==> src/rtl/invert.sv <==
// -----------------------------------------------------------------------------
// invert
//   Bit-serial two's-complement negator. An LSB-first serial word on i is
//   turned into -word on y: bits are copied up to and including the first 1
//   of the word, every later bit is inverted. The FSM re-arms by itself every
//   WORD_LEN sampled bits, so words may follow back to back with no gap.
//
// Ports (fixed positional order):
//   i      in  1  serial input bit, LSB first
//   r      in  1  asynchronous active-low reset
//   t_clk  in  1  clock, rising-edge active
//   y      out 1  serial negated bit (forced 0 while r=0)
//
// Parameters:
//   WORD_LEN  bits per serial word (>=1)
//   CNT_W     bit-counter width, derived from WORD_LEN
//
// Build option INVERT_REGOUT_EN:
//   undefined : y is the combinational Mealy output, zero latency
//   defined   : y is registered, one cycle of latency, flop cleared by r
//   The counter and FSM behave identically in both builds.
//
// r is not synchronised here; the caller releases it away from t_clk edges.
// -----------------------------------------------------------------------------
module invert #(
  parameter int WORD_LEN = 8
) (
  input  logic i,
  input  logic r,
  input  logic t_clk,
  output logic y
);

  localparam int CNT_W = $clog2(WORD_LEN + 1);
  localparam logic [CNT_W-1:0] LAST_BIT = CNT_W'(WORD_LEN - 1);

  typedef enum logic {
    COPY = 1'b0,   // no 1 seen yet in the current word
    NEG  = 1'b1    // first 1 already passed, invert the rest
  } state_t;

  state_t           r_state;
  state_t           w_state_nxt;
  logic [CNT_W-1:0] r_cnt;
  logic [CNT_W-1:0] w_cnt_nxt;
  logic             w_y_nxt;

  // State and bit counter
  always_ff @(posedge t_clk or negedge r) begin
    if (!r) begin
      r_state <= COPY;
      r_cnt   <= '0;
    end else begin
      r_state <= w_state_nxt;
      r_cnt   <= w_cnt_nxt;
    end
  end

  // Next state and Mealy output.
  // The first 1 of a word still sees COPY, so it passes through unchanged.
  // The word boundary takes priority over i, which is why a 1 in the last
  // bit never carries NEG into the next word.
  always_comb begin
    w_state_nxt = r_state;
    w_cnt_nxt   = r_cnt;
    w_y_nxt     = (r_state == NEG) ? ~i : i;

    if (r_cnt == LAST_BIT) begin
      w_cnt_nxt   = '0;
      w_state_nxt = COPY;
    end else begin
      w_cnt_nxt = r_cnt + CNT_W'(1);
      if ((r_state == COPY) && i) begin
        w_state_nxt = NEG;
      end
    end
  end

`ifdef INVERT_REGOUT_EN
  logic r_y;

  // Registered output stage, using the pre-edge state
  always_ff @(posedge t_clk or negedge r) begin
    if (!r) begin
      r_y <= 1'b0;
    end else begin
      r_y <= w_y_nxt;
    end
  end

  assign y = r_y;
`else
  // Reset gating keeps y at 0 while r is low, whatever i is doing
  assign y = r ? w_y_nxt : 1'b0;
`endif

endmodule

==> config.mk <==
export PLATFORM = sky130hd
export DESIGN_NAME = invert
export DESIGN_NICKNAME = d
export VERILOG_FILES = /design/src/rtl/invert.sv
export SDC_FILE = /design/constraint.sdc
export NUM_CORES = 1
export LEC_CHECK = 0
export CORE_AREA = 2 2 39 41
export CTS_CLUSTER_SIZE = 24
export DETAILED_ROUTE_END_ITERATION = 10
export DIE_AREA = 0 0 41 43
export MAX_ROUTING_LAYER = met4
export PLACE_DENSITY_LB_ADDON = 0.15
export SETUP_SLACK_MARGIN = 0.15
export SLEW_MARGIN = 30
export SYNTH_ARGS = -nofsm -noshare
export SYNTH_HDL_FRONTEND = slang
export SYNTH_SLANG_ARGS = --single-unit
==> constraint.sdc <==
create_clock -name t_clk -period 1.3 [get_ports t_clk]
set_clock_uncertainty 0.05 [all_clocks]
set_input_delay 0.195 -clock t_clk [delete_from_list [all_inputs] [get_ports t_clk]]
set_output_delay 0.195 -clock t_clk [all_outputs]
set_load 0.01 [all_outputs]
==> results of run 1 <==
kinds of logic after synthesis:
logic type	synth area share, %
AOI/OAI and AO/OA	5.75
xor gates and xnor gates	4.02
adders and majority gates	11.5
buffers and inverters	3.45
DFF	57.5
muxes	6.89
and+or+nand+nor	10.9
cell type report:
class	count	area, sq um
fill	145	1080
sequential	5	125
multi-input combinational	10	87.6
timing repair buffer	4	32.5
clock buffer	4	26.3
tap	16	20.0
inverter	2	7.51
through the flow:
step / TNS, ns / hold WS, ns / cells / total power (W) / utilization, %
floorplan: 0 / -0.151 / 17 / 0.000168 / -
global placement: -0.465 / 0.415 / 37 / 0.000185 / 19.9
detailed placement: -0.502 / 0.424 / 37 / 0.000186 / 19.9
CTS: -0.0958 / 0.195 / 41 / 0.000369 / 21.4
global route: -0.126 / 0.215 / 41 / 0.000382 / 21.6
finish: -0.0736 / 0.193 / 41 / 0.000360 / 21.6
registers in the layout (all words and copies together) (netlist names):
register,flops
r_cnt,4
r_state,1
placed cells by master, fill, tap and decap left out, drive strengths merged:
master and count:
dfrtp 5, inv 2, buf 2, ha 2, clkdlybuf4s50 2, nand3 1
clkbuf 4, xor2 1, mux2 1, nor2b 1, a31oi 2, nor2 2
what timing repair did:
| action | CTS | global route |
|---|---|---|
| resized for setup | 4 | 1 |
| cloned | 0 | 0 |
| setup endpoints to repair | 1 | 2 |
| buffers inserted | 0 | 0 |
critical path: cells and delay by family:
family | cells | cell delay [ns]
adder cells (fa/ha/maj) | 1 | 0.28
AND/OR/NAND/NOR | 1 | 0.11
buffers and inverters | 2 | 0.54
per-layer routing:
metal	GRT usage [%]	vias up	wire, um	share of wire [%]
met5	-	-	0	0
met4	4.00	0	0	0
met3	7.85	0	55	16
li1	-	72	-	-
met1	6.21	70	146	41
met2	6.56	7	150	43
how the worst max path moves through the flow:
stage / slack (ns) / endpoint / cells after the start
after floorplan: 0.25 / r_cnt[3] / 3
final: -0.07 / y / 4
after global placement: -0.47 / y / 4
after CTS: -0.1 / y / 4
after detailed placement: -0.50 / y / 4
after global routing: -0.13 / y / 4
power groups by stage:
stage	clock (W)	sequential [W]	combinational [W]
after floorplan	0	0.000161	0.00000712
after global placement	0	0.000161	0.0000239
after detailed placement	0	0.000161	0.0000247
after CTS	0.000188	0.000159	0.0000225
after global routing	0.000198	0.000158	0.0000251
final	0.000180	0.000159	0.0000217
==> metrics.yaml, run 1 <==
logic_synthesis:
  ys_top_cells_by_area: "dfrtp_1 (57%), ha_1 (11%), mux2_4 (6.9%)"
  synth_ff_type: "dfrtp_1"
  synth_edf_count: 0
  synth-seq-cells: 5
  synth.distinct_cells: 9
  async_reset_ff_share_pct: 100
  synth.most_common_cell: "dfrtp_1"
  netlist_instances: 17
  yosysWarnings: 0
  yosysTopAreaCellShare_pct: 57.5
  synth_area_sq_um: 218
  syn_nets: 22
  synth.top_cells.by_count: "dfrtp_1 (5), a31oi_1 (2), ha_1 (2), inv_1 (2), nor2_1 (2)"
  yosysSeqAreaShare_pct: 57.5
  synth_top_area_cell: "dfrtp_1"
  avgSynthCellArea_sq_um: 12.8
layout:
  n_antenna_cell: 0
  nets: 31
  final_area_sq_um: 299
  final_layout_size_suffix_gt1_share_pct: 32.0
  area_growth_pct: 37.4
clock_network:
  clk_latency_ns: 0.24
  cts-buffers-inserted: 3
  cts_tree: "yes"
  cts.sinks: 5
  cts-hold-fix-buffers: 0
  clkTransAtPathRegs_ns: 0.04
  clock_path_buffers: 2
  cts_max_level: 1
  root_buffer: "clkbuf_4"
routing:
  routedWlPerCell_um: 8.59
  via_count: 149
  viasPerCell: 3.63
  drt_first_pass_iters: 2
  routed_wl_um: 352
  first_iter_violations: 4
  antenna_left: 0
  drcViolationCount: 0
floorplanning:
  die_h_um: 43
  start_util_pct: 15.7
  die_area_sq_um: 1760
  num_rows: 14
  coreArea_sq_um: 1380
  die_x_um: 41
  ios: 4
placed_design:
  dp_slack_ns: -0.502
  port_buffers: 3
  post-dp-hpwl_um: 261
  post_dp_cell_area_sq_um: 275
  gp_congestion: 0.721
power_and_ir_drop:
  p_comb_share_pct: 6.0
  intPower_w: 0.000286
  clock_power_share_pct: 49.9
  cellLeakagePower_nw: 0.143
  max-vdd-ir-drop_mv: 0.481
  power_density_nw_per_um2: 1200
  switching_share_pct: 20.5
  switchingPower_w: 0.0000737
  pwr-share-seq_pct: 44.1
global_routing:
  gr-usage-all-layers_pct: 6.31
  grt_max_degree: 6
  antenna_found_initial: 0
  grt_pass1_vias: 159
  grt_pass1_wl_um: 621
  grt_overflow: 0
critical_path:
  worstPathRequired_ns: 1.05
  path_class: "in2out"
  ff2ff_setup_slack_ns: 0.23
  r2r-start: "r_cnt[0]"
  r2r_end: "r_cnt[3]"
  reg2reg_depth: 3
  path_cells: "clkdlybuf4s50_1 > ha_1 > nor2b_1 > buf_2"
  worstSetupStartpoint: "i"
  worstPathMaxFanout: 1
  cp_slowest_cell: "clkdlybuf4s50_1"
  max_stage_delay_ns: 0.40
  cp-start-kind: "input port"
  setup.worst_path.end_class: "primary output"
  crit_arrival_ns: 1.13
timing:
  relSlewSlack_pct: 89.0
  min_period_over_period_pct: 106
  rsz0062_at_grt: "true"
  tightest_slew_ns: 0.164
  setup_violations: 1
  maxSlewViolCount: 0
  hold_viol_final: 0
  fin_ws_ns: -0.0736
  fmax_mhz: 728
  fin_crit_ns: 1.37
hold_path:
  worstHoldPathType: "in2async"
outcome:
  outcome: "complete, but fails checks"
  violations: "setup timing"
job:
  drv_cap: 0
Power figures use the tool's default switching activity.
==> inputs of run 2 (changes only) <==
--- a/config.mk
+++ b/config.mk
@@ -5,10 +5,10 @@
 export SDC_FILE = /design/constraint.sdc
 export NUM_CORES = 1
 export LEC_CHECK = 0
-export CORE_AREA = 2 2 39 41
+export CORE_AREA = 4 4 41 43
 export CTS_CLUSTER_SIZE = 24
 export DETAILED_ROUTE_END_ITERATION = 10
-export DIE_AREA = 0 0 41 43
+export DIE_AREA = 0 0 45 47
 export MAX_ROUTING_LAYER = met4
 export PLACE_DENSITY_LB_ADDON = 0.15
 export SETUP_SLACK_MARGIN = 0.15
==> metrics.yaml, run 2 (synthesis gave the netlist of run 1 again) <==
critical_path:
  cp-start-kind: "flop"  # was input port
  worstPathRequired_ns: 1.05  # about the same
  worstPathMaxFanout: 2  # was 1
  crit_arrival_ns: 1.11  # was 1.13 ns
  setup.worst_path.end_class: "primary output"  # unchanged
  path_class: "reg2out"  # was in2out
clock_network:
  cts-buffers-inserted: 3  # unchanged
  cts_max_level: 1  # unchanged
  cts_tree: "yes"  # unchanged
  clkTransAtPathRegs_ns: 0.05  # was 0.04 ns
  cts.sinks: 5  # unchanged
  cts-hold-fix-buffers: 0  # unchanged
  root_buffer: "clkbuf_4"  # unchanged
  clk_latency_ns: 0.24  # about the same
  clock_path_buffers: 2  # unchanged
global_routing:
  grt_pass1_vias: 170  # was 159
  gr-usage-met1_pct: 4.14  # was 6.21%
  met3_usage_pct: 3.45  # was 7.85%
  grt_max_degree: 6  # unchanged
  antenna_found_initial: 0  # unchanged
  grt_pass1_wl_um: 641  # was 621 um
  grt_overflow: 0  # unchanged
  grtUsageMet2_pct: 7.06  # was 6.56%
  busiest_layer: "met4"  # was met3
  gr-usage-all-layers_pct: 5.49  # was 6.31%
routing:
  routedWlPerCell_um: 9.90  # was 8.59 um
  viasPerCell: 3.63  # about the same
  via_count: 145  # was 149
  first_iter_violations: 0  # was 4
  drcViolationCount: 0  # unchanged
  antenna_left: 0  # unchanged
  routed_wl_um: 396  # was 352 um
  drt_first_pass_iters: 1  # was 2
timing:
  setup_violations: 1  # unchanged
  min_period_over_period_pct: 104  # was 106%
  fin_crit_ns: 1.36  # was 1.37 ns
  relSlewSlack_pct: 88.0  # was 89.0%
  finalSetupTns_ns: -0.0572  # was -0.0736 ns
  maxSlewViolCount: 0  # unchanged
  fmax_mhz: 737  # was 728 MHz
  tightest_slew_ns: 0.180  # was 0.164 ns
  fin_ws_ns: -0.0572  # was -0.0736 ns
  hold_viol_final: 0  # unchanged
  rsz0062_at_grt: "true"  # unchanged
power_and_ir_drop:
  max-vdd-ir-drop_mv: 0.448  # was 0.481 mV
  power_density_nw_per_um2: 1210  # was 1200 nW/um^2
  cellLeakagePower_nw: 0.144  # was 0.143 nW
floorplanning:
  ios: 4  # unchanged
  start_util_pct: 16.7  # was 15.7%
  coreArea_sq_um: 1300  # was 1380 sq um
  die_h_um: 47  # was 43 um
  die_area_sq_um: 2120  # was 1760 sq um
  num_rows: 13  # was 14
  die_x_um: 45  # was 41 um
placed_design:
  post-dp-hpwl_um: 294  # was 261 um
  port_buffers: 3  # unchanged
  post_dp_cell_area_sq_um: 274  # was 275 sq um
  gp_congestion: 0.751  # was 0.721
layout:
  layout_commonest_cell: "dfrtp_1"  # unchanged
  n_antenna_cell: 0  # unchanged
  largest_registers: "r_cnt (4), r_state (1)"  # unchanged
  top_register: "r_cnt"  # unchanged
  final_area_sq_um: 297  # was 299 sq um
  final_cell_mix: "dfrtp_1 (5), clkbuf_4 (3), inv_1 (2), a31oi_1 (2), nor2_1 (2)"  # was dfrtp_1 (5), clkbuf_4 (3)
  largest_reg_flops: 4  # unchanged
  area_growth_pct: 36.2  # was 37.4%
  fillCellCount: 145  # unchanged
  nets: 31  # unchanged
  final_layout_size_suffix_gt1_share_pct: 32.0  # unchanged
job:
  drv_cap: 0  # unchanged
hold_path:
  worstHoldPathType: "in2async"  # unchanged
outcome:
  outcome: "complete, but fails checks"  # unchanged
  violations: "setup timing"  # unchanged
[run 2: power by group]
group | leakage, nW | total [W] | switching (W) | internal (W)
sequential | 0.0635 | 0.000159 | 0.000000751 | 0.000158
clock | 0.0150 | 0.000180 | 0.0000636 | 0.000116
combinational | 0.0654 | 0.0000204 | 0.00000917 | 0.0000112
[run 2: routing by layer]
layer,routed length (um),part of all wire (%)
met2,182,46
met5,0,0
met3,35,8.8
met4,0,0
met1,178,45
[run 2: per-stage QoR]
step                hold WS, ns  util [%]  setup WS (ns)  std cells  total power (W)
global placement          0.419      21.1         -0.464         36         0.000185
finish                    0.189      22.8        -0.0572         40         0.000359
detailed placement        0.429      21.1         -0.488         36         0.000186
global route              0.196      22.8         -0.131         40         0.000386
CTS                       0.183      22.6        -0.0799         40         0.000371
floorplan                -0.151         -          0.247         17         0.000168
[run 2: path summary, 6_finish.rpt]
path                               start       end  slack (ns)  cells after the start
worst min-delay path                   r  r_cnt[1]        0.19                      2
max in group asynchronous              r  r_cnt[0]        0.90                      2
worst max-delay path             r_state         y       -0.06                      4
min in group t_clk              r_cnt[0]  r_cnt[0]        0.44                      1
worst max register to register  r_cnt[0]  r_cnt[3]        0.21                      3
worst min register to register  r_cnt[0]  r_cnt[0]        0.44                      1
[run 2: final cells by class]
cell class                 instances  area (sq um)  share of cell area [%]
sequential                         5           125                    42.2
multi-input combinational         10          87.6                    29.5
timing repair buffer               4          31.3                    10.5
clock buffer                       4          26.3                    8.86
tap                               15          18.8                    6.33
inverter                           2          7.51                    2.53
[run 2: repair_timing]
item                       CTS  global route
gates resized for setup      5             1
setup buffers                0             0
setup endpoints to repair    1             2
[run 2: critical path, stage by stage, from the launching register on]
cell and delay (ns):
dfrtp_1 0.34, inv_1 0.04, ha_1 0.26, nor2b_1 0.10, buf_2 0.13
